## src/rtl/dbus_arbiter.sv

```systemverilog
// Purpose: round-robin two-master / one-slave data bus arbiter with in-order response routing.
// Latency: zero-cycle grant and response paths; grant, lock, count and owner state update on the clock edge.
// Backpressure: slave stall locks the selected master's address phase; issue stops while MAX_OUT responses are in flight.
module dbus_arbiter #(
    parameter int MAX_OUT = 2,
    parameter int AW      = 32,
    parameter int DW      = 32
) (
    input  logic            clk,
    input  logic            reset,
    input  logic            m0_req,
    input  logic [AW-1:0]   m0_addr,
    input  logic            m0_we,
    input  logic [DW/8-1:0] m0_be,
    input  logic [DW-1:0]   m0_wdata,
    output logic            m0_gnt,
    output logic            m0_rvalid,
    output logic [DW-1:0]   m0_rdata,
    output logic            m0_err,
    input  logic            m1_req,
    input  logic [AW-1:0]   m1_addr,
    input  logic            m1_we,
    input  logic [DW/8-1:0] m1_be,
    input  logic [DW-1:0]   m1_wdata,
    output logic            m1_gnt,
    output logic            m1_rvalid,
    output logic [DW-1:0]   m1_rdata,
    output logic            m1_err,
    output logic            s_req,
    output logic [AW-1:0]   s_addr,
    output logic            s_we,
    output logic [DW/8-1:0] s_be,
    output logic [DW-1:0]   s_wdata,
    input  logic            s_gnt,
    input  logic            s_rvalid,
    input  logic [DW-1:0]   s_rdata,
    input  logic            s_err,
    output logic            proto_err
);
    localparam int PW = (MAX_OUT > 1) ? $clog2(MAX_OUT) : 1;
    localparam int CW = $clog2(MAX_OUT + 1);
    localparam logic [CW-1:0] MAX_CNT = CW'(MAX_OUT);

    logic [CW-1:0]      cnt_q, cnt_d;
    logic [MAX_OUT-1:0] owner_q, owner_d;
    logic [PW-1:0]      wr_ptr_q, wr_ptr_d;
    logic [PW-1:0]      rd_ptr_q, rd_ptr_d;
    logic               lock_q, lock_d;
    logic               locked_id_q, locked_id_d;
    logic               last_q, last_d;
    logic               proto_err_q, proto_err_d;

    logic sel;
    logic m_sel_req;
    logic can_issue;
    logic hs;
    logic pop;
    logic head;

    // Owner FIFO pointers wrap modulo MAX_OUT, which need not fill the pointer width.
    function automatic logic [PW-1:0] ptr_inc(input logic [PW-1:0] p);
        return (p == PW'(MAX_OUT - 1)) ? '0 : p + PW'(1);
    endfunction

    // Pick the master: a locked address phase wins, otherwise round robin on a tie.
    always_comb begin
        sel = 1'b0;
        if (lock_q) begin
            sel = locked_id_q;
        end else if (m0_req && m1_req) begin
            sel = ~last_q;
        end else if (m1_req) begin
            sel = 1'b1;
        end
    end

    // Request/grant and response routing; the issue gate looks only at registered count.
    always_comb begin
        m_sel_req = sel ? m1_req : m0_req;
        can_issue = (cnt_q < MAX_CNT);
        s_req     = can_issue & m_sel_req & ~reset;
        s_addr    = sel ? m1_addr  : m0_addr;
        s_we      = sel ? m1_we    : m0_we;
        s_be      = sel ? m1_be    : m0_be;
        s_wdata   = sel ? m1_wdata : m0_wdata;
        hs        = s_req & s_gnt;
        m0_gnt    = hs & ~sel;
        m1_gnt    = hs & sel;
        pop       = s_rvalid & (cnt_q != '0) & ~reset;
        head      = owner_q[rd_ptr_q];
        m0_rvalid = pop & ~head;
        m1_rvalid = pop & head;
        m0_rdata  = s_rdata;
        m1_rdata  = s_rdata;
        m0_err    = s_err;
        m1_err    = s_err;
        proto_err = proto_err_q & ~reset;
    end

    // Next state: owner push/pop, outstanding count, lock tracking, sticky protocol error.
    always_comb begin
        cnt_d       = cnt_q;
        owner_d     = owner_q;
        wr_ptr_d    = wr_ptr_q;
        rd_ptr_d    = rd_ptr_q;
        lock_d      = lock_q;
        locked_id_d = locked_id_q;
        last_d      = last_q;
        proto_err_d = proto_err_q;
        if (hs) begin
            owner_d[wr_ptr_q] = sel;
            wr_ptr_d          = ptr_inc(wr_ptr_q);
            last_d            = sel;
        end
        if (pop) begin
            rd_ptr_d = ptr_inc(rd_ptr_q);
        end
        case ({hs, pop})
            2'b10:   cnt_d = cnt_q + CW'(1);
            2'b01:   cnt_d = cnt_q - CW'(1);
            default: cnt_d = cnt_q;
        endcase
        if (hs) begin
            lock_d = 1'b0;
        end else if (s_req) begin
            // Stalled by the slave: hold this master until it is granted.
            lock_d      = 1'b1;
            locked_id_d = sel;
        end else if (lock_q && !m_sel_req) begin
            // Locked master withdrew its request; release without granting.
            lock_d = 1'b0;
        end
        if (s_rvalid && (cnt_q == '0)) begin
            proto_err_d = 1'b1;
        end
    end

    // State registers with synchronous reset; master 0 wins the first tie.
    always_ff @(posedge clk) begin
        if (reset) begin
            cnt_q       <= '0;
            owner_q     <= '0;
            wr_ptr_q    <= '0;
            rd_ptr_q    <= '0;
            lock_q      <= 1'b0;
            locked_id_q <= 1'b0;
            last_q      <= 1'b1;
            proto_err_q <= 1'b0;
        end else begin
            cnt_q       <= cnt_d;
            owner_q     <= owner_d;
            wr_ptr_q    <= wr_ptr_d;
            rd_ptr_q    <= rd_ptr_d;
            lock_q      <= lock_d;
            locked_id_q <= locked_id_d;
            last_q      <= last_d;
            proto_err_q <= proto_err_d;
        end
    end
endmodule

```

## config.mk

```make
export PLATFORM = sky130hd
export DESIGN_NAME = dbus_arbiter
export DESIGN_NICKNAME = d
export VERILOG_FILES = /design/src/rtl/dbus_arbiter.sv
export SDC_FILE = /design/constraint.sdc
export NUM_CORES = 1
export LEC_CHECK = 0
export ABC_CLOCK_PERIOD_IN_PS = 2670
export BUFFER_PORTS_ARGS = -buffer_cell sky130_fd_sc_hd__buf_2
export CORE_AREA = 4 4 121 123
export DETAILED_ROUTE_END_ITERATION = 7
export DIE_AREA = 0 0 125 127
export PLACE_DENSITY = 0.48
export SLEW_MARGIN = 20
export SYNTH_ARGS = -nofsm -noshare
export SYNTH_HDL_FRONTEND = slang
export SYNTH_SLANG_ARGS = --single-unit
```

## constraint.sdc

```tcl
create_clock -name clk -period 2.67 [get_ports clk]
set_clock_uncertainty 0.2 [all_clocks]
set_input_delay 0.534 -clock clk [delete_from_list [all_inputs] [get_ports clk]]
set_output_delay 0.534 -clock clk [all_outputs]
set_load 0.1 [all_outputs]
```

==> impl_metrics.csv, run 1 <==
group,metric,value,unit
drt,routedWlPerCell,16.7,um
finish,most-common-layout-cells,"145 x sky130_fd_sc_hd__buf_2, 50 x sky130_fd_sc_hd__mux2_2, 40 x sky130_fd_sc_hd__buf_6",
timing,layout_min_cycle_time,2640,ps
yosys,synth_area,1830,um^2
cts,cts-root-buf,"sky130_fd_sc_hd__clkbuf_16",
setup_path,reg2reg_slack,400,ps
run,cap_violations,0,
setup_path,crit_type,"in2out",
timing,tightest_slew,578,ps
setup_path,timing.critical_path.from,"m1_req",
global_route,grt_pass1_wl,12.3,mm
setup_path,worstPathMaxFanout,8,
setup_path,worst-r2r-cell-count,6,
pwr,total_leakage_power,1.81,nW
drt,routed_wirelength,9.04,mm
finish,finish.net_count,542,
yosys,ys_types,30,
global_route,antenna_found_initial,0,
yosys,post_synthesis_net_count,382,
cts,htree_num_levels,1,
setup_path,cp.arrival,1910,ps
setup_path,destination_of_the_worst_register_to_register_timing_path,"cnt_q[1]",
drt,drt_first_iter_violations,100,
timing,fin_worst_hold_slack,266,ps
timing,post-route-period-util,0.990,
yosys,yosys_most_used_dff,"sky130_fd_sc_hd__dfxtp_1",
setup_path,r2r_start,"locked_id_q",
timing,finalSetupTns,0,ps
setup_path,cp.required,1940,ps
yosys,synth_edf_count,0,
timing,finalSetupViolations,0,
pwr,power_density,561,nW/um^2
global_route,grt_max_degree,33,
drt,vias_per_cell,3.87,
timing,grt_setup_unrepaired,"yes",
drt,drt.antenna.violating_nets,0,
pwr,ir_worst_vdd,0.176,mV
cts,worstSkewPairLatency,230,ps
floorplan,placement_rows,43,
yosys,ys_async_rst_share,0,
setup_path,worst_setup_path_end_kind,"output port",
floorplan,chipHeight,127,um
yosys,netlist_instances,204,
timing,max_freq,0.378,GHz
drt,drt_pass1_iterations,4,
setup_path,crit_cells,7,
setup_path,crit_chain,"buf_2, a21boi_1, mux2i_4, buf_12, clkbuf_16, mux2_2, buf_6",
cts,cts_sinks,10,
global_route,number_of_global_route_vias_before_repair,2122,
cts,cts_tree,"done",
finish,area_growth,102,%
finish,layout-drive-gt1-share,0.854,
placement,globalplace.congestion,0.978,
setup_path,critical_path.n_buffers_inverters,4,
finish,total_inserted_antenna_cells,0,
global_route,overflow,0,
floorplan,fp.dieW,125,um
floorplan,pin_count,318,
drt,routed-via-count,2098,
floorplan,die_area,15900,um^2
worst_hold_path,hp-start,"proto_err_q",
placement,dpl.hpwl,6.76,mm
setup_path,critical_path.max_stage_delay,340,ps
global_route,groute.usage.overall,0.0956,
cts,clkTransAtPathRegs,40,ps
yosys,synth_sequential_area_ratio,0.110,
yosys,synth.avg_cell_area,8.95,um^2
timing,timing.max_slew.rel_slack,0.605,
cts,clockBufferDepth,2,
floorplan,core_region_area,13700,um^2
setup_path,critPathCapture,"s_addr[21]",
setup_path,startpoint_type,"input pin",
cts,number_of_buffers_inserted_during_clock_tree_synthesis,3,
floorplan,start_util,0.134,
yosys,ys_warn_count,0,
setup_path,cpLargestDelayFamily,"buffers and inverters",
yosys,synth.ff_latch_count,10,
outcome,run_status,"finished, final reports clean",
setup_path,crit_path_slowest_cell,"sky130_fd_sc_hd__mux2_2",
worst_hold_path,hp-class,"reg2reg",
timing,finalHoldViolations,0,
drt,drc_errors,0,
placement,buffer_ports.inserted,218,
timing,finalMaxSlewViolations,0,
finish,final_common_cell,"sky130_fd_sc_hd__buf_2",
==> Yosys cell counts, drive strengths merged (3+ instances only) <==
library cell  instances  area share
inv                   3      0.0062
dfxtp                10        0.11
buf                  74        0.29
mux2                 69        0.43
nor2                 13       0.027
a21oi                 4       0.011
nor2b                 3       0.010
==> registers in the layout, indices dropped and copies added (netlist names) <==
| name | cells |
|---|---|
| wr_ptr_q | 1 |
| locked_id_q | 1 |
| rd_ptr_q | 1 |
| last_q | 1 |
| lock_q | 1 |
| proto_err_q | 1 |
| cnt_q | 2 |
| owner_q | 2 |
==> how the worst min path moves through the flow <==
stage / endpoint / slack [ps] / cells past startpoint
after global routing: last_q / 320 / 2
after detailed placement: proto_err_q / 260 / 2
after global placement: proto_err_q / 240 / 2
final: proto_err_q / 270 / 2
after CTS: proto_err_q / 270 / 2
after floorplan: proto_err_q / 230 / 2
==> power by group <==
group	switching, mW	internal [mW]
combinational	1.08	0.561
clock	0.0617	0.193
sequential	0.0122	0.164
==> cells by family (layout without fill, tap and decap cells) <==
kind of cell,after synthesis,in the layout,synth area share
buf+inv,79,237,0.303
mux,71,71,0.436
simple gates,26,26,0.0678
compound gates,13,13,0.0575
flops,10,10,0.110
xor+xnor,4,4,0.0192
fa+ha+maj,1,1,0.00685
==> metrics by stage <==
step	cell area, um^2	util	worst slack (ps)	total power [mW]	cells
after floorplan	1850	-	-31.4	1.71	204
final	3700	0.271	25.7	2.08	542
after global placement	2870	0.210	-177	1.52	535
after global routing	3700	0.271	-34.9	2.14	542
after CTS	3340	0.245	-17.1	1.95	541
after detailed placement	2870	0.210	-199	1.53	535
==> area by class of cell <==
class | count | area (um^2)
timing repair buffer | 231 | 2000
tap | 180 | 225
clock buffer | 3 | 75.1
sequential | 10 | 200
inverter | 3 | 11.3
fill | 1439 | 9970
multi-input combinational | 115 | 1180
==> worst reg2reg max path: stages (launching register included) <==
cell	delay (ps)
sky130_fd_sc_hd__dfxtp_1	400
sky130_fd_sc_hd__mux2i_1	180
sky130_fd_sc_hd__a2111oi_4	450
sky130_fd_sc_hd__inv_1	160
sky130_fd_sc_hd__ha_1	340
sky130_fd_sc_hd__or3_1	350
sky130_fd_sc_hd__a21oi_1	140
==> layer usage <==
| metal | track usage | part of all wire |
|---|---|---|
| met5 | 0 | 0 |
| met4 | 0.0255 | 0.021 |
| met3 | 0.0280 | 0.096 |
| met2 | 0.160 | 0.50 |
| met1 | 0.121 | 0.39 |
==> repair_timing <==
item	4_1_cts	5_1_grt
hold buffers	0	0
setup buffers	2	0
gates cloned	3	1
setup endpoints to repair	64	64
resized for setup	105	83
(Power assumes the default switching activity.)
==> run 2, diff against run 1 <==
Settings changed: REMOVE_ABC_BUFFERS set to 1.
==> run 2 against run 1 <==
  * Routed wire length grew 42%
  * Count of clock-buffer cells in the layout is the same
  * Via count grew 3.1%
  * Worst setup slack gained 19 ps
  * Combinational power grew 6%
  * Worst hold slack lost 6.5 ps
  * Critical endpoint is now s_addr[18]
  * Largest cell class unchanged
==> impl_metrics.csv, run 2 (same netlist as run 1, synthesis figures left out) <==
group,metric,value,unit
outcome,run_status,"finished, final reports clean",
cts,cts-root-buf,"sky130_fd_sc_hd__clkbuf_16",
floorplan,pin_count,318,
setup_path,cp.required,1940,ps
finish,final.fill_count,1409,
floorplan,core_region_area,13700,um^2
pwr,ir_worst_vdd,0.232,mV
global_route,groute.usage.overall,0.149,
cts,cts_hold_buffers,0,
timing,finalMaxSlewViolations,0,
placement,dp_cells,537,
finish,most-common-layout-cells,"145 x sky130_fd_sc_hd__buf_2, 45 x sky130_fd_sc_hd__buf_12, 37 x sky130_fd_sc_hd__mux2_4",
timing,fin_worst_hold_slack,259,ps
cts,number_of_buffers_inserted_during_clock_tree_synthesis,3,
finish,area_growth,114,%
global_route,grt_pass1_wl,17.2,mm
finish,largest_registers,"cnt_q (2), owner_q (2)",
cts,clkTransAtPathRegs,40,ps
global_route,overflow,0,
floorplan,chipHeight,127,um
drt,vias_per_cell,3.96,
setup_path,startpoint_type,"input pin",
floorplan,fp.dieW,125,um
cts,cts_sinks,10,
setup_path,cp.arrival,1890,ps
cts,worstSkewPairLatency,240,ps
global_route,groute.layer.met3.usage,0.0949,
finish,layout-drive-gt1-share,0.852,
timing,layout_min_cycle_time,2630,ps
global_route,global_route.peak_usage_layer,"met2",
pwr,total_leakage_power,1.97,nW
drt,drt.antenna.violating_nets,0,
timing,tightest_slew,533,ps
cts,clockBufferDepth,2,
drt,routed-via-count,2163,
drt,routed_wirelength,12.8,mm
placement,buffer_ports.inserted,218,
pwr,power.combinational.fraction,0.795,
finish,final_common_cell,"sky130_fd_sc_hd__buf_2",
global_route,antenna_found_initial,1,
setup_path,worstPathMaxFanout,7,
finish,total_inserted_antenna_cells,0,
drt,drc_errors,0,
global_route,met2_usage,0.212,
timing,timing.max_slew.rel_slack,0.635,
global_route,grt_max_degree,22,
drt,drt_first_iter_violations,83,
drt,drt_pass1_iterations,4,
drt,routedWlPerCell,23.4,um
cts,cts_tree,"done",
pwr,switchingPower,1.19,mW
timing,max_freq,0.381,GHz
finish,post_layout_nonfiller_instances,546,
worst_hold_path,hp-class,"reg2reg",
cts,htree_num_levels,1,
setup_path,worst_setup_path_end_kind,"output port",
pwr,power_density,558,nW/um^2
placement,globalplace.congestion,0.844,
global_route,met1_usage,0.193,
timing,post-route-period-util,0.983,
run,cap_violations,0,
global_route,number_of_global_route_vias_before_repair,2417,
floorplan,die_area,15900,um^2
floorplan,placement_rows,43,
timing,grt_setup_unrepaired,"no",
timing,finalSetupViolations,0,
pwr,p_seq_frac,0.082,
setup_path,crit_type,"in2out",
pwr,p_clk_frac,0.123,
finish,final_core_utilization,0.286,
placement,dpl.hpwl,11.1,mm
timing,finalSetupTns,0,ps
timing,finalHoldViolations,0,
pwr,power_report.internal_total,0.991,mW
floorplan,start_util,0.134,
finish,finish.net_count,546,
pwr,power.share.switching,0.546,
-- run 2: worst paths after layout --
path / start / to / slack [ps] / cells after the start
min: proto_err_q / proto_err_q / 260 / 2
max: m1_req / s_addr[18] / 40 / 8
max reg2reg: locked_id_q / cnt_q[1] / 500 / 6
min reg2reg: proto_err_q / proto_err_q / 260 / 2
-- run 2: per-layer routing --
metal  vias to the layer above  part of all wire
met2                       205              0.41
met3                        13              0.15
met5                         -            0.0067
met1                       982              0.42
li1                        959                 -
met4                         4             0.011
-- run 2: worst max-delay path: stages --
cell	delay, ps
sky130_fd_sc_hd__buf_6	100
sky130_fd_sc_hd__a21boi_4	140
sky130_fd_sc_hd__mux2i_4	160
sky130_fd_sc_hd__buf_12	160
sky130_fd_sc_hd__buf_12	150
sky130_fd_sc_hd__buf_6	110
sky130_fd_sc_hd__mux2_2	350
sky130_fd_sc_hd__buf_12	170
-- run 2: through the flow --
| stage | total power, mW | worst slack, ps | cell area [um^2] |
|---|---|---|---|
| 2_1_floorplan | 1.24 | -4180 | 1280 |
| 3_3_place_gp | 1.70 | -190 | 3230 |
| 3_5_place_dp | 1.71 | -198 | 3230 |
| 4_1_cts | 2.18 | -52.1 | 3840 |
| 5_1_grt | 2.25 | 3.39 | 3920 |
| 6_report | 2.18 | 44.4 | 3920 |
-- run 2: repair_timing --
item	CTS	global route
cloned	2	2
endpoints found under the hold margin	0	0
pin swaps	1	0
setup endpoints to repair	69	56
buffers inserted	3	0
gates resized for setup	128	14
-- run 2: power by group through the flow --
stage                     logic, mW  clock network, mW  registers (mW)
after floorplan                1.06                  0           0.177
after global placement         1.52                  0           0.180
after detailed placement       1.53                  0           0.181
after CTS                      1.73              0.271           0.179
after global routing           1.80              0.276           0.182
final                          1.74              0.268           0.180
-- run 2: layout make-up --
| cell class | instances | area, um^2 | area share |
|---|---|---|---|
| clock buffer | 3 | 75.1 | 0.0192 |
| multi-input combinational | 115 | 1240 | 0.316 |
| inverter | 3 | 11.3 | 0.00288 |
| timing repair buffer | 235 | 2170 | 0.553 |
| tap | 180 | 225 | 0.0575 |
| sequential | 10 | 201 | 0.0515 |
==> run 3, diff against run 2 <==
Settings changed: CORE_AREA 4 4 121 123 to 2 2 122 124, DIE_AREA 0 0 125 127 to 0 0 124 126, PLACE_DENSITY 0.48 to 0.46.
==> run 3 against run 2 <==
  * Sequential power barely moved
  * Largest cell class unchanged
  * Count of clock-buffer cells in the layout is 1 higher
  * Worst hold slack better by 18 ps
  * Clock power up 9.7%
  * Worst setup slack gained 4.6 ps
  * Final area is 1.4% lower
  * Die area fell by 1.6%
  * Global-route usage is 0.090 points lower
  * Critical endpoint is now s_addr[29]
==> impl_metrics.csv, run 3 (same netlist as run 1, synthesis figures left out) <==
group,metric,value,unit
outcome,run_status,"finished, final reports clean",
global_route,number_of_global_route_vias_before_repair,2196,
pwr,switchingPower,1.18,mW
pwr,total_leakage_power,1.93,nW
cts,cts-root-buf,"sky130_fd_sc_hd__clkbuf_16",
drt,routedWlPerCell,23.4,um
setup_path,cp.arrival,1890,ps
floorplan,chipHeight,126,um
cts,htree_num_levels,1,
drt,drt_pass1_iterations,4,
cts,number_of_buffers_inserted_during_clock_tree_synthesis,3,
finish,final.fill_count,1521,
setup_path,worstPathMaxFanout,6,
drt,routed_wirelength,13.0,mm
finish,total_area_of_multi_input_combinational_cells,1210,um^2
run,cap_violations,0,
timing,fin_worst_hold_slack,277,ps
floorplan,placement_rows,44,
pwr,power.share.switching,0.542,
worst_hold_path,hp-class,"reg2reg",
pwr,power_report.internal_total,0.994,mW
setup_path,timing.critical_path.from,"m1_req",
drt,routed-via-count,2191,
floorplan,die_area,15600,um^2
timing,tightest_slew,591,ps
worst_hold_path,hold-path-cell-count,2,
cts,cts_tree,"done",
worst_hold_path,hp-start,"proto_err_q",
cts,clockBufferDepth,2,
placement,dpl.hpwl,11.4,mm
finish,final_common_cell,"sky130_fd_sc_hd__buf_2",
pwr,p_clk_frac,0.135,
pwr,ir_worst_vdd,0.258,mV
finish,finish.net_count,549,
finish,largest_registers,"cnt_q (2), owner_q (2)",
cts,worstSkewPairLatency,230,ps
global_route,antenna_found_initial,1,
pwr,final_power,2.17,mW
timing,finalSetupViolations,0,
pwr,p_seq_frac,0.082,
finish,most-common-layout-cells,"147 x sky130_fd_sc_hd__buf_2, 44 x sky130_fd_sc_hd__buf_12, 41 x sky130_fd_sc_hd__mux2_2",
cts,cts_sinks,10,
drt,vias_per_cell,3.95,
timing,finalMaxSlewViolations,0,
setup_path,r2r_start,"locked_id_q",
finish,area_growth,111,%
setup_path,worst_setup_path_end_kind,"output port",
finish,layout-drive-gt1-share,0.859,
setup_path,crit_type,"in2out",
global_route,grt_pass1_wl,16.1,mm
timing,post-route-period-util,0.982,
pwr,power_density,563,nW/um^2
finish,post_layout_nonfiller_instances,555,
placement,place_ws,-244,ps
floorplan,core_region_area,14300,um^2
timing,timing.max_slew.rel_slack,0.596,
drt,drt.antenna.violating_nets,0,
timing,layout_min_cycle_time,2620,ps
drt,drt_first_iter_violations,93,
setup_path,cp.required,1940,ps
floorplan,fp.dieW,124,um
timing,fin_ws,49.1,ps
setup_path,startpoint_type,"input pin",
drt,drc_errors,0,
setup_path,worst-r2r-cell-count,6,
placement,dp_cells,543,
placement,buffer_ports.inserted,218,
floorplan,start_util,0.128,
pwr,power.combinational.fraction,0.783,
global_route,groute.usage.overall,0.148,
floorplan,pin_count,318,
cts,cts_hold_buffers,0,
cts,clkTransAtPathRegs,40,ps
timing,finalHoldViolations,0,
timing,max_freq,0.382,GHz
finish,sequential_cell_area,204,um^2
placement,globalplace.congestion,0.841,
global_route,overflow,0,
global_route,grt_max_degree,31,
==> run 3: final cells by class <==
| cell class | instances | share of cell area |
|---|---|---|
| Multi-Input combinational cell | 115 | 0.314 |
| Clock buffer | 4 | 0.0230 |
| Timing Repair Buffer | 238 | 0.547 |
| Tap cell | 184 | 0.0597 |
| Inverter | 3 | 0.00292 |
| Antenna cell | 1 | 0.000649 |
| Sequential cell | 10 | 0.0529 |
==> run 3: path summary, 6_finish.rpt <==
| kind | to | slack, ps |
|---|---|---|
| setup / recovery | s_addr[29] | 50 |
| hold reg to reg | proto_err_q | 280 |
| setup reg to reg | cnt_q[1] | 440 |
| hold / removal | proto_err_q | 280 |
==> run 3: timing repair <==
action / CTS / global route
endpoints found under the setup margin: 70 / 54
pin swaps: 0 / 1
cloned: 0 / 6
hold endpoints to repair: 0 / 0
buffers inserted: 0 / 1
resized for setup: 25 / 56
==> run 3: routing by layer <==
metal / vias up / global-route usage / wire length, um
met5: - / 0.0493 / 110
met4: 4 / 0.00727 / 14
met3: 6 / 0.124 / 2420
met2: 214 / 0.211 / 5400
met1: 996 / 0.176 / 5040
li1: 971 / - / -
==> run 3: worst max-delay path, cell delays in order <==
cell	delay, ps
sky130_fd_sc_hd__buf_6	90
sky130_fd_sc_hd__a21boi_4	130
sky130_fd_sc_hd__mux2i_4	170
sky130_fd_sc_hd__buf_12	160
sky130_fd_sc_hd__buf_12	130
sky130_fd_sc_hd__buf_12	120
sky130_fd_sc_hd__mux2_2	360
sky130_fd_sc_hd__buf_12	170
==> run 3: power groups by stage <==
stage	clock [mW]	sequential, mW	combinational, mW
floorplan	0	0.177	1.06
global placement	0	0.180	1.56
detailed placement	0	0.180	1.56
CTS	0.299	0.178	1.59
global route	0.306	0.180	1.75
finish	0.294	0.178	1.70
==> run 3: through the flow <==
| stage | setup TNS, ps | utilization | cell area [um^2] |
|---|---|---|---|
| finish | 0 | 0.270 | 3860 |
| CTS | -965 | 0.244 | 3490 |
| detailed placement | -8780 | 0.233 | 3340 |
| global placement | -9690 | 0.233 | 3340 |
| floorplan | -243620 | - | 1280 |
| global route | -1.91 | 0.269 | 3860 |
